--- config.mk ---
export PLATFORM = sky130hd
export DESIGN_NAME = operand_issue
export DESIGN_NICKNAME = d
export VERILOG_FILES = /design/src/rtl/fibcore_pkg.sv /design/src/rtl/reg_file.sv /design/src/rtl/operand_issue.sv
export SDC_FILE = /design/constraint.sdc
export NUM_CORES = 2
export LEC_CHECK = 0
export CORE_ASPECT_RATIO = 0.5
export CORE_UTILIZATION = 50
export DETAILED_ROUTE_END_ITERATION = 10
export PLACE_DENSITY = 0.79
export SLEW_MARGIN = 20
export SYNTH_ARGS = -nofsm -noshare
export SYNTH_HDL_FRONTEND = slang
export SYNTH_HIERARCHICAL = 1
export SYNTH_SLANG_ARGS = --single-unit
export TNS_END_PERCENT = 50
--- constraint.sdc ---
create_clock -name clk -period 16.45 [get_ports clk]
set_clock_uncertainty 0.1 [all_clocks]
set_input_delay 4.935 -clock clk [delete_from_list [all_inputs] [get_ports clk]]
set_output_delay 4.935 -clock clk [all_outputs]
set_load 0.005 [all_outputs]
--- src/rtl/fibcore_pkg.sv ---
// Shared fibcore types and widths: ALU opcodes, register/data widths, issue payload.
package fibcore_pkg;

  localparam int unsigned XLEN  = 32;
  localparam int unsigned NREG  = 32;
  localparam int unsigned REG_W = 5;
  localparam int unsigned ALU_W = 3;

  localparam logic [ALU_W-1:0] ALU_ADD = 3'b000;
  localparam logic [ALU_W-1:0] ALU_SUB = 3'b001;

  typedef struct packed {
    logic [ALU_W-1:0] alu_ctl;
    logic [XLEN-1:0]  src_a;
    logic [XLEN-1:0]  src_b;
    logic [REG_W-1:0] rd;
    logic             we;
  } issue_t;

  // Operand with x0 forced to zero and same-cycle writeback forwarding.
  function automatic logic [XLEN-1:0] operand_sel(
    input logic [REG_W-1:0] rs,
    input logic             wb_valid,
    input logic [REG_W-1:0] wb_rd,
    input logic [XLEN-1:0]  wb_data,
    input logic [XLEN-1:0]  rf_data
  );
    if (rs == '0) begin
      return '0;
    end else if (wb_valid && (wb_rd == rs)) begin
      return wb_data;
    end
    return rf_data;
  endfunction

endpackage

--- src/rtl/reg_file.sv ---
// Architectural register file: two async read ports, one sync write port, x0 hardwired to zero.
module reg_file
  import fibcore_pkg::*;
(
  input  logic             clk,
  input  logic             rstn,
  input  logic [REG_W-1:0] raddr_a_i,
  input  logic [REG_W-1:0] raddr_b_i,
  output logic [XLEN-1:0]  rdata_a_o,
  output logic [XLEN-1:0]  rdata_b_o,
  input  logic             we_i,
  input  logic [REG_W-1:0] waddr_i,
  input  logic [XLEN-1:0]  wdata_i
);

  logic [XLEN-1:0] mem_q [NREG];

  always_ff @(posedge clk or negedge rstn) begin
    if (!rstn) begin
      for (int unsigned i = 0; i < NREG; i++) begin
        mem_q[i] <= '0;
      end
    end else if (we_i && (waddr_i != '0)) begin
      mem_q[waddr_i] <= wdata_i;
    end
  end

  assign rdata_a_o = (raddr_a_i == '0) ? '0 : mem_q[raddr_a_i];
  assign rdata_b_o = (raddr_b_i == '0) ? '0 : mem_q[raddr_b_i];

endmodule

--- src/rtl/operand_issue.sv ---
// fibcore issue stage: operand read with writeback bypass, busy scoreboard, one-entry output slot to the ALU.
module operand_issue
  import fibcore_pkg::*;
(
  input  logic             clk,
  input  logic             rstn,
  input  logic             in_valid,
  output logic             in_ready,
  input  logic [ALU_W-1:0] in_alu_ctl,
  input  logic [REG_W-1:0] in_rs1,
  input  logic [REG_W-1:0] in_rs2,
  input  logic [REG_W-1:0] in_rd,
  input  logic [XLEN-1:0]  in_imm,
  input  logic             in_use_imm,
  input  logic             in_we,
  input  logic             wb_valid,
  input  logic [REG_W-1:0] wb_rd,
  input  logic [XLEN-1:0]  wb_data,
  input  logic             flush,
  output logic             out_valid,
  input  logic             out_ready,
  output logic [ALU_W-1:0] out_alu_ctl,
  output logic [XLEN-1:0]  out_src_a,
  output logic [XLEN-1:0]  out_src_b,
  output logic [REG_W-1:0] out_rd,
  output logic             out_we
);

  logic [NREG-1:0] busy_q, busy_d;
  issue_t          slot_q, slot_d;
  logic            valid_q, valid_d;

  logic [XLEN-1:0] rf_a, rf_b;
  logic [XLEN-1:0] op_a, op_b;
  logic            rs1_ok, rs2_ok, waw, slot_free;

  reg_file u_reg_file (
    .clk       (clk),
    .rstn      (rstn),
    .raddr_a_i (in_rs1),
    .raddr_b_i (in_rs2),
    .rdata_a_o (rf_a),
    .rdata_b_o (rf_b),
    .we_i      (wb_valid),
    .waddr_i   (wb_rd),
    .wdata_i   (wb_data)
  );

  assign op_a = operand_sel(in_rs1, wb_valid, wb_rd, wb_data, rf_a);
  assign op_b = in_use_imm ? in_imm : operand_sel(in_rs2, wb_valid, wb_rd, wb_data, rf_b);

  // A pending source is still usable if its value arrives on the writeback port this cycle.
  assign rs1_ok = (in_rs1 == '0) || !busy_q[in_rs1] || (wb_valid && (wb_rd == in_rs1));
  assign rs2_ok = in_use_imm || (in_rs2 == '0) || !busy_q[in_rs2] ||
                  (wb_valid && (wb_rd == in_rs2));
  assign waw    = in_we && (in_rd != '0) && busy_q[in_rd] && !(wb_valid && (wb_rd == in_rd));

  assign slot_free = !valid_q || out_ready;
  assign in_ready  = in_valid && rs1_ok && rs2_ok && !waw && slot_free && !flush;

  // Slot and scoreboard update; an issue's busy set is applied last so it wins over clears.
  always_comb begin
    busy_d  = busy_q;
    slot_d  = slot_q;
    valid_d = valid_q;
    if (wb_valid && (wb_rd != '0)) begin
      busy_d[wb_rd] = 1'b0;
    end
    if (flush) begin
      valid_d = 1'b0;
      if (valid_q && slot_q.we && (slot_q.rd != '0)) begin
        busy_d[slot_q.rd] = 1'b0;
      end
    end else if (in_ready) begin
      slot_d.alu_ctl = in_alu_ctl;
      slot_d.src_a   = op_a;
      slot_d.src_b   = op_b;
      slot_d.rd      = in_rd;
      slot_d.we      = in_we;
      valid_d        = 1'b1;
      if (in_we && (in_rd != '0)) begin
        busy_d[in_rd] = 1'b1;
      end
    end else if (out_ready) begin
      valid_d = 1'b0;
    end
  end

  always_ff @(posedge clk or negedge rstn) begin
    if (!rstn) begin
      busy_q  <= '0;
      slot_q  <= '0;
      valid_q <= 1'b0;
    end else begin
      busy_q  <= busy_d;
      slot_q  <= slot_d;
      valid_q <= valid_d;
    end
  end

  assign out_valid   = valid_q;
  assign out_alu_ctl = slot_q.alu_ctl;
  assign out_src_a   = slot_q.src_a;
  assign out_src_b   = slot_q.src_b;
  assign out_rd      = slot_q.rd;
  assign out_we      = slot_q.we;

endmodule
* Yosys cells after proc, flatten, opt, wreduce, memory -nomap -nowiden
Index checks and enable logic that the tools add are counted.
** Word-level totals
- Register bits after elaboration :: 1130
- Bits of input ports :: 95
- Output and inout bits :: 75
- Word-level logic and storage cells :: 142
** Cells by class
- $lt $le $gt $ge :: 12
- Equal/unequal tests :: 3
- Multiplexer cells :: 42
- Bitwise operators :: 9
- Reduce and logical (&&, ||, !) cells :: 37
** Operators by type and width (number)
- 1024-bit bitwise mux :: 1
- 32-bit two-way mux :: 19
- 32-bit binary-select mux with 5-bit select :: 2
- 32-bit demux with 5-bit select :: 1
- 32-bit bitwise AND :: 2
- 32-bit inverter :: 2
- 32-bit OR :: 1
- 5-bit by 6-bit < comparator with 1-bit output (second input constant) :: 5
- 6-bit >= comparator (second input constant) :: 3
- 1-bit logical AND :: 18
- 5-bit inverter with 6-bit output :: 3
- 1-bit binary-select mux with 5-bit select :: 3
- 1-bit demux with 5-bit select :: 3
- 5-bit equality test :: 3
- 5-bit by 1-bit >= comparator with 1-bit output (second input constant) :: 3
- 5-bit nonzero test :: 3
- 1-bit two-way mux :: 13
- 5-bit zero test :: 2
- 1-bit zero test :: 6
- 1-bit logical OR :: 6
- 6-bit by 1-bit < comparator with 1-bit output (second input constant) :: 1
- 3-bit nonzero test :: 1
- 2-bit AND reduction :: 1
- 1-bit inverter :: 1

* Depth between registers and ports, before layout
- Depth in word-level cells :: 12
- Depth in mapped cells :: 11
- Depth with buffers taken out :: 7

* Hierarchy
Netlist, hierarchy kept.
** Modules (own cells, without submodules)
- reg_file :: times used 1, cells each 3619, area an instance 54314.6 sq um
- operand_issue :: times used 1, cells each 614, area an instance 6703.9 sq um

* Worst setup path before layout
OpenSTA, ideal clock, no wires.
- Path kind :: input to output
- From :: in in_rs1[3]
- To :: out in_ready
- Arrival :: 7.013 ns
- Slack :: 4.402 ns
- Stages on the path :: 10
- Buffers on the path :: 3
- Path through :: clkbuf_1 > mux4_2 > nor2b_1 > a2111oi_0 > nor4b_1 > nor4_2 > nand2_1 > buf_4 > buf_2 > inv_1
** Between the ends
- Longest elaborated chain between the ends :: 10
- Elaborated cells on any way between the ends :: 13
** Ends and longest elaborated chain
- start: declaration :: line operand_issue.sv:10 : input logic [REG_W-1:0] in_rs1,
- 1-bit binary-select mux with 5-bit select :: line operand_issue.sv:53 : assign rs1_ok = (in_rs1 == '0) || !busy_q[in_rs1] || (wb_valid && (wb_rd == in_rs1));
- 1-bit two-way mux (not written as such) :: line operand_issue.sv:53
- 1-bit zero test :: line operand_issue.sv:53
- 1-bit logical OR :: line operand_issue.sv:53
- 1-bit logical OR (*) :: line operand_issue.sv:53
- 1-bit logical AND (*) (5 in a row) :: line operand_issue.sv:59 : assign in_ready = in_valid && rs1_ok && rs2_ok && !waw && slot_free && !flush;
- end: declaration :: line operand_issue.sv:8 : output logic in_ready,
Every way passes the cells marked *; elsewhere a longest branch is shown, timed or not. The select of a mux whose other input is x is not followed.

* Worst setup path after layout
- From :: in wb_rd[4]
- To :: out in_ready
** Between the ends
- Longest elaborated chain between the ends :: 8
- Elaborated cells on any way between the ends :: 16
** Ends and longest elaborated chain
- start: declaration :: line operand_issue.sv:17 : input logic [REG_W-1:0] wb_rd,
- 5-bit equality test, on equally long branches :: line operand_issue.sv:53, operand_issue.sv:56
- 1-bit logical AND, on equally long branches :: line operand_issue.sv:53, operand_issue.sv:56
- 1-bit logical OR or 1-bit zero test (tied branches) :: line operand_issue.sv:53, operand_issue.sv:56
- 1-bit logical AND, on equally long branches :: line operand_issue.sv:59, operand_issue.sv:56
- 1-bit logical AND or 1-bit zero test (tied branches) :: line operand_issue.sv:59
- 1-bit logical AND (*) (3 in a row) :: line operand_issue.sv:59
Every way passes the cells marked *; elsewhere a longest branch is shown, timed or not.

==> flow_summary.ini <==
[clock_tree]
cts.clk_slew.worst_paths_ns = 0.06
post-cts-setup-buffer-count = 0
cts_made_buffers = 103
cts-htree-levels = 3
tritoncts = yes
cts_sinks = 1130
cts_hold_buf = 0
cts_root_buffer = clkbuf_16
cts_buffer_depth = 3
clk_latency_ns = 0.73
cts_resized = 0

[global_route]
grt_overflow = 0
grt_pass1_wl_mm = 288.6
grt_max_degree = 177
first_global_vias = 42680
groute.usage.overall_pct = 31.87
antenna_found_initial = 13

[final_layout]
final_cell_area_sq_mm = 0.06736
fill_cells = 9333
drive_gt1_share_pct = 46.07
nNetsFinal = 4223
layout_commonest_cell = dfrtp_1
mostFrequentLayoutCells = 1130 x dfrtp_1, 1095 x mux2_2, 463 x mux4_2
syn2layout_area_growth_pct = 10.40
final_util_pct = 55.75

[die]
initial_utilization_pct = 50.50
fp.coreArea_sq_mm = 0.1208
fp.dieW_microns = 496.0
die_area_sq_mm = 0.1235
die_h_microns = 249.0
num_rows = 90
io_pins = 170

[sta]
hold_violations = 0
fmax_mhz = 74.23
post-route-min-period_ns = 13.47
setup_tns_ns = 0
tightest_slew_ns = 1.238
slew_headroom_pct = 17.45
finalSetupViolCount = 0
grt_setup_unrepaired = no
drv_slew = 0
finalWorstSetupSlack_ns = 2.979
period_share_pct = 81.89

[worst_setup_path]
rrSetupSlack_ns = 12.61
reg2regPathDepth = 8
critPathCaptureType = output port
regToRegStartpoint = busy_q[9]
cp_data_required_time_ns = 11.41
critPathArrivalTime_ns = 8.44
cp_max_fo = 23
path_class = in2out
cp-start-kind = input port
critPathLaunch = wb_rd[4]

[synthesis]
yosysWarningCount = 6
synth-seq-area-share_pct = 46.34
synth.distinct_cells = 51
syn_avg_cell_area_sq_um = 14.41
yosys.area.top_type_share_pct = 46.34
synth_top_cell_by_area = dfrtp_1
synthCells = 4233
synth-seq-cells = 1130
synth.cell_area_sq_mm = 0.06102
synth-edff-count = 0
ys_async_sr_fraction_pct = 100.0
synth_ff_type = dfrtp_1
yosys-top-cells-area = dfrtp_1 46%, mux2_2 20%, mux4_2 17%, mux2i_1 3.5%, clkbuf_1 1.6%
synthesis.nets = 4328

[placement]
placed_cell_area_sq_mm = 0.06370
globalplace.congestion = 0.8904
preCtsSetupSlack_ns = 2.997
numPortBuffers = 169
post-dp-hpwl_mm = 109.1

[hold_path]
holdPathStages = 0
worstHoldStart = u_reg_file/mem_q[993]
holdCritPathClass = reg2reg

[routing]
wirelength_mm = 195.8
viasPerCell = 7.106
ant_nets = 0
drtIter0Drc = 5679
num_vias = 41440
avgRoutedWirePerCell_microns = 33.58
drtPass1Iterations = 5
drcViolationCount = 0

[power]
p_leak_uw = 0.02834
power_density_mw_per_mm2 = 120.2
peakVddDrop_mv = 0.09995
p_total_uw = 8099

[outcome]
status = completed

[job]
cap_violations = 0
-- power by group --
group          total (uW)  internal (uW)  switching, uW
sequential           3730           3320            411
clock                2620           1500           1120
combinational        1750           1040            705
total                8100           5870           2230
-- layer usage --
| layer | track usage, % | routed length (microns) |
|---|---|---|
| met4 | 11.88 | 7671 |
| met2 | 45.38 | 84690 |
| met1 | 44.54 | 75860 |
| met3 | 11.70 | 27560 |
| met5 | 0.2703 | 58 |
-- synthesized netlist by cell type, types with 4 or more instances --
library cell	instances
a211oi_1	64
a221oi_1	50
a22oi_1	64
a311oi_1	64
and2_1	5
and3_1	4
buf_1	50
buf_2	149
buf_4	30
buf_6	5
clkbuf_1	252
dfrtp_1	1130
inv_1	6
mux2_1	20
mux2_2	1095
mux2_4	18
mux2i_1	211
mux4_2	463
nand2_1	84
nand2b_1	8
nand3_1	9
nand3b_1	12
nand4b_1	5
nor2_1	62
nor2b_1	72
nor3_1	5
nor4_1	6
o2111ai_1	14
o21ai_0	147
o221ai_1	30
o22ai_1	9
o31ai_1	32
or3_1	8
or3b_2	7
xor2_1	12
-- worst paths after layout --
check                                   endpoint
max in group asynchronous  u_reg_file/mem_q[535]
min reg2reg                u_reg_file/mem_q[993]
min in group asynchronous  u_reg_file/mem_q[963]
max reg2reg                        out_src_b[16]
max                                     in_ready
min                        u_reg_file/mem_q[993]
-- state kept, by name (all words and copies together), names as in the netlist --
| signal | count |
|---|---|
| out_src_a | 32 |
| out_rd | 5 |
| busy_q | 32 |
| out_we | 1 |
| out_alu_ctl | 3 |
| u_reg_file/mem_q | 1024 |
| out_valid | 1 |
| out_src_b | 32 |
-- kinds of logic (layout without fill, tap and decap cells) --
group	Yosys count	in the layout	synth area share (%)
compound gates	483	483	5.672
flops	1130	1130	46.34
buf+inv	495	473	3.603
other cells	0	10	0
simple gates	303	303	2.598
xor+xnor	15	15	0.2153
mux	1807	1807	41.57
-- worst max-delay path, stage by stage --
cell and delay, ns:
clkdlybuf4s50_1 0.88, xor2_1 0.35, nor4_1 0.38, a31oi_1 0.14, nor4b_1 0.22, nor4_2 0.66, nand2_4 0.26, inv_1 0.10
clkdlybuf4s50_1 0.50
-- through the flow --
stage | instances | hold slack (ns)
final | 5831 | 0.2985
after global routing | 5828 | 0.3164
after CTS | 5821 | 0.2988
after detailed placement | 5633 | 0.2842
after global placement | 5633 | 0.2764
after floorplan | 4233 | 0.3413
-- cell type report --
cell class | count | area, sq um | share of cell area [%]
multi-input combinational | 2608 | 30770 | 45.68
sequential | 1130 | 28280 | 41.98
clock buffer | 142 | 2977 | 4.419
timing repair buffer | 279 | 2599 | 3.858
tap | 1610 | 2014 | 2.990
clock inverter | 46 | 674.4 | 1.001
inverter | 6 | 25.02 | 0.03715
antenna | 10 | 25.02 | 0.03715
No activity file was read; power rests on OpenSTA's default activity.
